## config.mk

```make
export PLATFORM = sky130hd
export DESIGN_NAME = mine_gen_ctrl_flat
export DESIGN_NICKNAME = d
export VERILOG_FILES = /design/src/rtl/mine_gen_ctrl_if.sv /design/src/rtl/mine_gen_ctrl.sv /design/src/flat_wrapper.sv
export SDC_FILE = /design/constraint.sdc
export NUM_CORES = 1
export LEC_CHECK = 0
export ABC_AREA = 1
export BUFFER_PORTS_ARGS = -buffer_cell sky130_fd_sc_hd__buf_2
export CAP_MARGIN = 20
export CORE_MARGIN = 3
export CORE_UTILIZATION = 54
export DETAILED_ROUTE_END_ITERATION = 10
export PLACE_DENSITY = 0.74
export RECOVER_POWER = 25
export SLEW_MARGIN = 20
export SYNTH_ARGS = -nofsm -noshare
export SYNTH_HDL_FRONTEND = slang
export SYNTH_SLANG_ARGS = --single-unit
```

## constraint.sdc

```tcl
create_clock -name clk -period 4.8 [get_ports clk]
set_input_delay 0.48 -clock clk [delete_from_list [all_inputs] [get_ports clk]]
set_output_delay 0.48 -clock clk [all_outputs]
set_load 0.01 [all_outputs]
```

## src/rtl/mine_gen_ctrl_if.sv

```systemverilog
// Board mine RAM port: a single write/read port with 1-cycle read latency.
// master = generation controller, slave = RAM.
interface mine_gen_ctrl_if;
  logic       mem_we;
  logic [7:0] mem_addr;
  logic       mem_wdata;
  logic       mem_rdata;

  modport master (
    output mem_we,
    output mem_addr,
    output mem_wdata,
    input  mem_rdata
  );

  modport slave (
    input  mem_we,
    input  mem_addr,
    input  mem_wdata,
    output mem_rdata
  );
endinterface

```

## src/rtl/mine_gen_ctrl.sv

```systemverilog
// Board generation sequencer: clears the mine RAM, then places distinct LFSR-drawn mines.
// Optional macro SAFE_ZONE_EN widens the first-click exclusion to its 3x3 neighbourhood.
module mine_gen_ctrl #(
  parameter int LFSR_W    = 16,
  parameter int CLR_CELLS = 256
) (
  input  logic                  clk,
  input  logic                  rst,
  input  logic                  start,
  input  logic [4:0]            dimension_size,
  input  logic [5:0]            mines,
  input  logic [15:0]           seed,
  input  logic [3:0]            safe_x,
  input  logic [3:0]            safe_y,
  mine_gen_ctrl_if.master       mem,
  output logic                  busy,
  output logic                  done,
  output logic                  error,
  output logic [5:0]            placed
);

  typedef enum logic [2:0] {
    ST_IDLE   = 3'd0,
    ST_CLEAR  = 3'd1,
    ST_DRAW   = 3'd2,
    ST_WAIT   = 3'd3,
    ST_CHECK  = 3'd4,
    ST_FINISH = 3'd5
  } state_t;

  localparam logic [LFSR_W-1:0] LFSR_DEFAULT = LFSR_W'(16'hACE1);
  localparam logic [7:0]        CLR_LAST     = 8'(CLR_CELLS - 1);

  // Fibonacci form of x^16+x^14+x^13+x^11+1, shifting right.
  function automatic logic [LFSR_W-1:0] lfsr_step(input logic [LFSR_W-1:0] v);
    logic fb;
    fb = v[0] ^ v[2] ^ v[3] ^ v[5];
    lfsr_step = {fb, v[LFSR_W-1:1]};
  endfunction

  function automatic logic [5:0] clamp_target(input logic [4:0] dim, input logic [5:0] req);
    logic [8:0] area;
    logic [8:0] limit;
    area = {4'd0, dim} * {4'd0, dim};
`ifdef SAFE_ZONE_EN
    limit = (area > 9'd9) ? (area - 9'd9) : 9'd0;
`else
    limit = (area > 9'd0) ? (area - 9'd1) : 9'd0;
`endif
    clamp_target = ({3'd0, req} < limit) ? req : limit[5:0];
  endfunction

  function automatic logic excluded(input logic [3:0] x, input logic [3:0] y,
                                    input logic [3:0] sx, input logic [3:0] sy);
`ifdef SAFE_ZONE_EN
    logic [4:0] xe, ye, sxe, sye;
    xe  = {1'b0, x};
    ye  = {1'b0, y};
    sxe = {1'b0, sx};
    sye = {1'b0, sy};
    // Widened compares keep the neighbourhood clipped at the board edges without wrap.
    excluded = (xe + 5'd1 >= sxe) && (xe <= sxe + 5'd1) &&
               (ye + 5'd1 >= sye) && (ye <= sye + 5'd1);
`else
    excluded = (x == sx) && (y == sy);
`endif
  endfunction

  state_t            state_r, state_s;
  logic [4:0]        dim_r, dim_s;
  logic [5:0]        target_r, target_s;
  logic [3:0]        sx_r, sx_s;
  logic [3:0]        sy_r, sy_s;
  logic [LFSR_W-1:0] lfsr_r, lfsr_s;
  logic              we_r, we_s;
  logic [7:0]        addr_r, addr_s;
  logic              wdata_r, wdata_s;
  logic              busy_r, busy_s;
  logic              done_r, done_s;
  logic              error_r, error_s;
  logic [5:0]        placed_r, placed_s;

  logic              start_ok_s;
  logic [3:0]        cand_x_s;
  logic [3:0]        cand_y_s;
  logic              cand_ok_s;

  assign start_ok_s = (dimension_size != 5'd0) && (dimension_size <= 5'd16) &&
                      ({1'b0, safe_x} < dimension_size) &&
                      ({1'b0, safe_y} < dimension_size);

  assign cand_x_s  = lfsr_r[3:0];
  assign cand_y_s  = lfsr_r[7:4];
  assign cand_ok_s = ({1'b0, cand_x_s} < dim_r) && ({1'b0, cand_y_s} < dim_r) &&
                     !excluded(cand_x_s, cand_y_s, sx_r, sy_r);

  // Next-state and next-output logic; every output is registered below.
  always_comb begin
    state_s  = state_r;
    dim_s    = dim_r;
    target_s = target_r;
    sx_s     = sx_r;
    sy_s     = sy_r;
    lfsr_s   = lfsr_r;
    we_s     = 1'b0;
    addr_s   = addr_r;
    wdata_s  = 1'b0;
    busy_s   = busy_r;
    done_s   = 1'b0;
    error_s  = 1'b0;
    placed_s = placed_r;

    case (state_r)
      ST_IDLE: begin
        busy_s = 1'b0;
        if (start) begin
          if (start_ok_s) begin
            dim_s    = dimension_size;
            target_s = clamp_target(dimension_size, mines);
            sx_s     = safe_x;
            sy_s     = safe_y;
            lfsr_s   = (seed == 16'd0) ? LFSR_DEFAULT : LFSR_W'(seed);
            placed_s = 6'd0;
            busy_s   = 1'b1;
            we_s     = 1'b1;
            addr_s   = 8'd0;
            state_s  = ST_CLEAR;
          end else begin
            error_s = 1'b1;
          end
        end else begin
          state_s = ST_IDLE;
        end
      end

      ST_CLEAR: begin
        if (addr_r == CLR_LAST) begin
          if (target_r == 6'd0) begin
            done_s  = 1'b1;
            busy_s  = 1'b0;
            state_s = ST_FINISH;
          end else begin
            state_s = ST_DRAW;
          end
        end else begin
          we_s   = 1'b1;
          addr_s = addr_r + 8'd1;
        end
      end

      ST_DRAW: begin
        lfsr_s = lfsr_step(lfsr_r);
        if (cand_ok_s) begin
          addr_s  = {cand_y_s, cand_x_s};
          state_s = ST_WAIT;
        end else begin
          state_s = ST_DRAW;
        end
      end

      ST_WAIT: begin
        state_s = ST_CHECK;
      end

      // The write is registered, so it lands in the cycle after CHECK at the same address.
      ST_CHECK: begin
        if (mem.mem_rdata) begin
          state_s = ST_DRAW;
        end else begin
          we_s     = 1'b1;
          wdata_s  = 1'b1;
          placed_s = placed_r + 6'd1;
          if ((placed_r + 6'd1) == target_r) begin
            done_s  = 1'b1;
            busy_s  = 1'b0;
            state_s = ST_FINISH;
          end else begin
            state_s = ST_DRAW;
          end
        end
      end

      ST_FINISH: begin
        state_s = ST_IDLE;
      end

      default: begin
        busy_s  = 1'b0;
        state_s = ST_IDLE;
      end
    endcase
  end

  // State and output registers with synchronous reset.
  always_ff @(posedge clk) begin
    if (rst) begin
      state_r  <= ST_IDLE;
      dim_r    <= 5'd0;
      target_r <= 6'd0;
      sx_r     <= 4'd0;
      sy_r     <= 4'd0;
      lfsr_r   <= LFSR_DEFAULT;
      we_r     <= 1'b0;
      addr_r   <= 8'd0;
      wdata_r  <= 1'b0;
      busy_r   <= 1'b0;
      done_r   <= 1'b0;
      error_r  <= 1'b0;
      placed_r <= 6'd0;
    end else begin
      state_r  <= state_s;
      dim_r    <= dim_s;
      target_r <= target_s;
      sx_r     <= sx_s;
      sy_r     <= sy_s;
      lfsr_r   <= lfsr_s;
      we_r     <= we_s;
      addr_r   <= addr_s;
      wdata_r  <= wdata_s;
      busy_r   <= busy_s;
      done_r   <= done_s;
      error_r  <= error_s;
      placed_r <= placed_s;
    end
  end

  assign mem.mem_we    = we_r;
  assign mem.mem_addr  = addr_r;
  assign mem.mem_wdata = wdata_r;
  assign busy          = busy_r;
  assign done          = done_r;
  assign error         = error_r;
  assign placed        = placed_r;

endmodule

```

## src/flat_wrapper.sv

```systemverilog
// flat-port wrapper written by rule: the top's interface ports become plain ports
module mine_gen_ctrl_flat 
#(
  parameter int LFSR_W    = 16,
  parameter int CLR_CELLS = 256
)
  (clk, rst, start, dimension_size, mines, seed, safe_x, safe_y, busy, done, error, placed, mem_mem_we, mem_mem_addr, mem_mem_wdata, mem_mem_rdata);
  mine_gen_ctrl_if mem_i ();
  input  logic clk;
  input  logic rst;
  input  logic start;
  input  logic [4:0] dimension_size;
  input  logic [5:0] mines;
  input  logic [15:0] seed;
  input  logic [3:0] safe_x;
  input  logic [3:0] safe_y;
  output logic busy;
  output logic done;
  output logic error;
  output logic [5:0] placed;
  output wire logic [$bits(mem_i.mem_we)-1:0] mem_mem_we;
  output wire logic [$bits(mem_i.mem_addr)-1:0] mem_mem_addr;
  output wire logic [$bits(mem_i.mem_wdata)-1:0] mem_mem_wdata;
  input wire logic [$bits(mem_i.mem_rdata)-1:0] mem_mem_rdata;
  assign mem_mem_we = mem_i.mem_we;
  assign mem_mem_addr = mem_i.mem_addr;
  assign mem_mem_wdata = mem_i.mem_wdata;
  assign mem_i.mem_rdata = mem_mem_rdata;
  mine_gen_ctrl #(.LFSR_W(LFSR_W), .CLR_CELLS(CLR_CELLS)) u_core (.clk(clk), .rst(rst), .start(start), .dimension_size(dimension_size), .mines(mines), .seed(seed), .safe_x(safe_x), .safe_y(safe_y), .mem(mem_i), .busy(busy), .done(done), .error(error), .placed(placed));
endmodule
```

# After elaboration in Yosys (flattened, before gate mapping)
# Cells that the tools add are included.
# W data, S select, Z words.
classes:
  multipliers: 1
  bitwise: 7
  n_lt_le_gt_ge: 7
  mux: 39
  n_reduce_logical: 23
  n_eq_ne: 18
  n_addsub: 3
ops:
  columns: ["op", "count"]
  rows:
  - ["$mux W16", 3]
  - ["$mux W8", 4]
  - ["$pmux W16 S2", 1]
  - ["$mux W6", 4]
  - ["$pmux W8 S3", 1]
  - ["$lt A4 B5 Y1", 4]
  - ["$mux W3", 6]
  - ["$logic_not A16 Y1", 1]
  - ["$pmux W3 S5", 1]
  - ["$mux W1", 14]
  - ["$pmux W6 S2", 1]
  - ["$ne A2 B1 Y1 const B", 5]
  - ["$reduce_and A5 Y1", 2]
  - ["$gt A9 B1 Y1 const B", 1]
  - ["$lt A6 B9 Y1", 1]
  - ["$mul A5 B5 Y9", 1]
  - ["$mux W9", 1]
  - ["$sub A9 B1 Y9 const B", 1]
  - ["$add A8 B1 Y8 const B", 1]
  - ["$eq A4 B4 Y1", 2]
  - ["$eq A8 B8 Y1 const B", 1]
  - ["$add A6 B1 Y6 const B", 1]
  - ["$eq A3 B2 Y1 const B", 2]
  - ["$eq A3 B3 Y1 const B", 2]
  - ["22 further kinds", 37]
totals:
  elab_cells: 111
  out_inout_bits: 19
  in_bits: 39
  reg_bits: 57

# Logic depth before layout (Yosys ltp)
depth:
  ltp_word: 7
  mapped_depth: 31
  mapped_depth_nobuf: 30

# Worst setup path before layout
# Ideal clock, no wire load.
synth_path:
  path_kind: "input to register"
  startpoint: "in dimension_size[4]"
  endpoint: "reg u_core.target_r[4]"
  cell_stages: 27
  t_required_ns: 4.691
  arrival_time_ns: 4.369
  path_buffers: 1
  setup_time_ns: 0.109
  setup_slack_ns: 0.322
  path_cell_list: "buf_4 > nand2_1 > fa_1 > inv_1 > fa_1 > ha_1 > a31o_2 > ha_1 > nand2_1 > inv_1 > a21oi_1 > nand2_1 > nand2_1 > nand2_2 > nand3_4 > nand2_1 > ha_1 > nand2_1 > inv_1 > o21ai_0 > nand3_1 > a21oi_1 > a21oi_4 > nand3_1 > nand3_1 > nand2_1 > inv_1"
synth_via:
  elab_chain_len: 5
  word_cells_on_any_way: 14
  classes_between: "add/sub: 1; mul: 1; order compare: 5; mux: 2; reduce/logical: 5"
synth_rtl:
  columns: ["element", "line", "text"]
  rows:
  - ["start: declaration", "flat_wrapper.sv:12", "input logic [4:0] dimension_size;"]
  - ["$mul A5 B5 Y9, or another cell as far along", "mine_gen_ctrl.sv:44", "area = {4'd0, dim} * {4'd0, dim};"]
  - ["$sub A9 B1 Y9, or another cell as far along", "mine_gen_ctrl.sv:48", "limit = (area > 9'd0) ? (area - 9'd1) : 9'd0;"]
  - ["$mux W9 / $logic_and A1 B1 Y1 (equally long branches)", "mine_gen_ctrl.sv:48, mine_gen_ctrl.sv:88", null]
  - ["$lt A6 B9 Y1 / $logic_and A1 B1 Y1 (equally long branches)", "mine_gen_ctrl.sv:50, mine_gen_ctrl.sv:89", null]
  - ["$mux W6 / $reduce_and A3 Y1 (equally long branches)", null, null]
  - ["end signal: assignment", "mine_gen_ctrl.sv:213", "target_r <= target_s;"]
  - ["end: declaration", "mine_gen_ctrl.sv:71", "logic [5:0] target_r, target_s;"]
# Parallel ways exist; a longest one is shown, timed or not.
# A chain may end at the register's enable or synchronous reset.

# Worst setup path in the final report
layout_path:
  startpoint: "in dimension_size[3]"
  endpoint: "reg u_core.target_r[1]"
# Same word-level chain as after synthesis.

==> results_dict.tcl <==
set metrics [dict create \
    ys_top_cells_by_area "dfxtp_1 (27%), nand2_1 (15%), ha_1 (8.3%)" \
    max_freq_mhz 231.6 \
    drive_gt1_share_pct 14.35 \
    report.final.slew_viol_count 0 \
    h-tree-depth 3 \
    cp.required_ns 5.04 \
    leakage_nw 2.380 \
    hpwl_mm 7.680 \
    grt_pass1_wl_mm 17.31 \
    syn_inst 638 \
    insertion_delay_ns 0.33 \
    cts_buffers 9 \
    finalClockSkew_ns 0.006939 \
    cp-end-kind "flip-flop" \
    synth.net_count 707 \
    yosysUniqueCellTypes 45 \
    grt_pass1_vias 3915 \
    synth_top_family_by_area "simple AND/OR/NAND/NOR gates" \
    min_period_over_period_pct 89.95 \
    areaGrowthSynthToFinish_pct 12.77 \
    worstHoldEndpoint "u_core.sy_r[1]" \
    slowest_stage "fa_1" \
    stdcell_count 796 \
    crit_fanout 6 \
    syn_avg_cell_area_um2 6.589 \
    drtIter0Drc 202 \
    maxCapViolCount 0 \
    routed_wl_mm 10.09 \
    die_h_um 94.24 \
    dieArea_um2 8880 \
    outcome "completed" \
    globalplace.congestion 0.9148 \
    grt_usage_pct 24.13 \
    nets 761 \
    hold_violations 0 \
    clock_path_buffers 2 \
    reg2reg_from "u_core.state_r[1]" \
    grt_overflow 0 \
    synth_mux_area_share_pct 0 \
    rows 31 \
    fin_crit_ns 4.318 \
    fin_total_pwr_mw 2.120 \
    io_buffers 57 \
    slew_headroom_pct 32.25 \
    yosysWarnings 0 \
    synth.top_cell.area_share_pct 27.14 \
    routedWlPerCell_um 12.68 \
    synth_top_flop_cell "dfxtp_1" \
    rsz0062_at_grt "false" \
    diodes 0 \
    arrival_ns 4.55 \
    grt_max_degree 34 \
    timing.hold.ws_ns 0.4164 \
    synth_adder_area_share_pct 9.286 \
    rrSetupSlack_ns 2.40 \
    ys_async_sr_fraction_pct 0 \
    cellPowerDensity_nw_per_um2 447.1 \
    reg2regPathDepth 8 \
    coreArea_um2 7408 \
    timing.final.ws_setup_ns 0.4822 \
    cts.sinks 57 \
    syn_area_um2 4204 \
    reg2reg_to "u_core.mem.mem_addr[4]" \
    synth_edf_count 0 \
    cts_tree "built" \
    crit_path_start_kind "primary input" \
    die_w_um 94.24 \
    io_pins 58 \
    antenna_found_initial 0 \
    synthSimpleGateAreaFrac_pct 33.27 \
    path_common_cell "nand2_1" \
    post-place-ws_ns -0.04966 \
    finalSetupTns_ns 0 \
    dr_total_vias 4156 \
    ys_seq_area_share_pct 27.14 \
    worst_slew_pin_slew_ns 1.015 \
    yosysTopAreaCell "dfxtp_1" \
    ir_drop_mv 0.2085 \
    dp.cells 780 \
    worstHoldStart "safe_y[1]" \
    nFillCells 701 \
    hold_path_class "primary input to flip-flop" \
    firstDrtPassIters 4 \
    synth_compound_area_share_pct 15.00 \
    ant_nets 0 \
    synth_xor_area_share_pct 3.125 \
    ys_seq_elements 57 \
    cts.clk_slew.worst_paths_ns 0.07 \
    via_per_inst 5.221 \
    whs_path_depth 3 \
    critPathKind "primary input to flip-flop" \
    drc 0 \
    clockRootBuffer "clkbuf_8" \
    max_stage_delay_ns 0.48 \
    setup_viol 0 \
    start_util_pct 56.75 \
]
-- kinds of logic after synthesis --
kind of cell | count (synthesis)
compound gates | 107
flops | 57
simple gates | 307
xor+xnor | 15
fa+ha+maj | 30
buf+inv | 122
-- final cells by class --
type                    count  area [µm²]  area share [%]
multi-input cells         459        2570           54.21
flip-flops and latches     57        1141           24.07
inverters                 103       386.6           8.155
repair buffers             62       299.0           6.308
clock buffers              11       141.4           2.982
well taps                  99       123.9           2.613
clock inverters             5       78.83           1.663
-- flip-flops by register name, indices dropped and copies added, names as in the netlist --
signal,flops
u_core.busy,1
u_core.done,1
u_core.placed,6
u_core.target_r,6
u_core.error,1
u_core.mem.mem_we,1
u_core.sy_r,4
u_core.mem.mem_addr,8
u_core.dim_r,5
u_core.state_r,3
u_core.mem.mem_wdata,1
u_core.sx_r,4
u_core.lfsr_r,16
-- layout by cell type (no fill, tap or decap), types with 20 or more instances in the layout --
cell      Yosys  routed
o21ai_0      26      25
a21oi_1      48      47
nand3_1      39      39
ha_1         28      27
clkbuf_1      7      20
buf_2         3      38
nor2_1       63      63
inv_1        92      92
dfxtp_1      57      57
nand2_1     167     166
-- cells in the mapped netlist (2+ instances only) --
| cell | number |
|---|---|
| buf_2 | 3 |
| o21ai_0 | 26 |
| buf_4 | 3 |
| inv_1 | 92 |
| nand2_4 | 3 |
| ha_1 | 28 |
| o221ai_1 | 3 |
| a211oi_1 | 2 |
| xor2_1 | 12 |
| o22ai_1 | 4 |
| nand4_1 | 6 |
| nand2_1 | 167 |
| nor3_1 | 7 |
| xnor2_1 | 3 |
| a31o_2 | 3 |
| fa_1 | 2 |
| nand3_4 | 2 |
| a22oi_1 | 5 |
| a31oi_1 | 3 |
| dfxtp_1 | 57 |
| nand3_2 | 4 |
| buf_6 | 3 |
| clkbuf_1 | 7 |
| nor2_2 | 2 |
| nand4_4 | 2 |
| nand3_1 | 39 |
| o21ai_1 | 3 |
| o211ai_1 | 4 |
| o2111ai_1 | 3 |
| nor2_4 | 2 |
| a21oi_1 | 48 |
| nand2_2 | 5 |
| inv_2 | 11 |
| nor2_1 | 63 |
-- how the worst max path moves through the flow --
stage	endpoint	startpoint	slack (ns)	cells past startpoint
floorplan	u_core.target_r[4]	dimension_size[4]	0.32	27
global placement	u_core.target_r[2]	dimension_size[3]	0.13	28
detailed placement	u_core.target_r[1]	dimension_size[3]	-0.05	30
CTS	u_core.target_r[1]	dimension_size[3]	0.30	30
global route	u_core.target_r[1]	dimension_size[3]	0.09	30
finish	u_core.target_r[1]	dimension_size[3]	0.48	29
-- what timing repair did --
item,CTS,global route
hold buffers,0,0
setup buffers,0,0
gates resized for setup,0,4
endpoints found under the setup margin,0,6
-- critical path: cells and delay by family --
kind | cells | cell delay, ns
AOI/OAI and AO/OA | 3 | 0.45
adders and majority gates | 5 | 1.79
buffers and inverters | 5 | 0.30
and+or+nand+nor | 16 | 1.50
-- per-stage QoR --
stage	area [µm²]	util, %
floorplan	4204	-
global placement	4526	61.09
detailed placement	4526	61.09
CTS	4746	64.06
global route	4741	63.99
finish	4741	63.99
-- power by group --
group | leakage (nW) | total (mW) | switching, mW | internal (mW)
Combinational | 1.80 | 0.908 | 0.579 | 0.329
Clock | 0.113 | 0.502 | 0.196 | 0.306
Sequential | 0.466 | 0.710 | 0.117 | 0.593
-- routing by layer --
metal  up-vias  share of wire [%]  track usage [%]
met5         -                  0                0
met4         0                1.6            7.341
met3        14                3.3            3.926
met2        73                 48            42.26
met1      1898                 47            30.17
li1       2171                  -                -
Note: power is estimated with default switching activity, not from simulation.
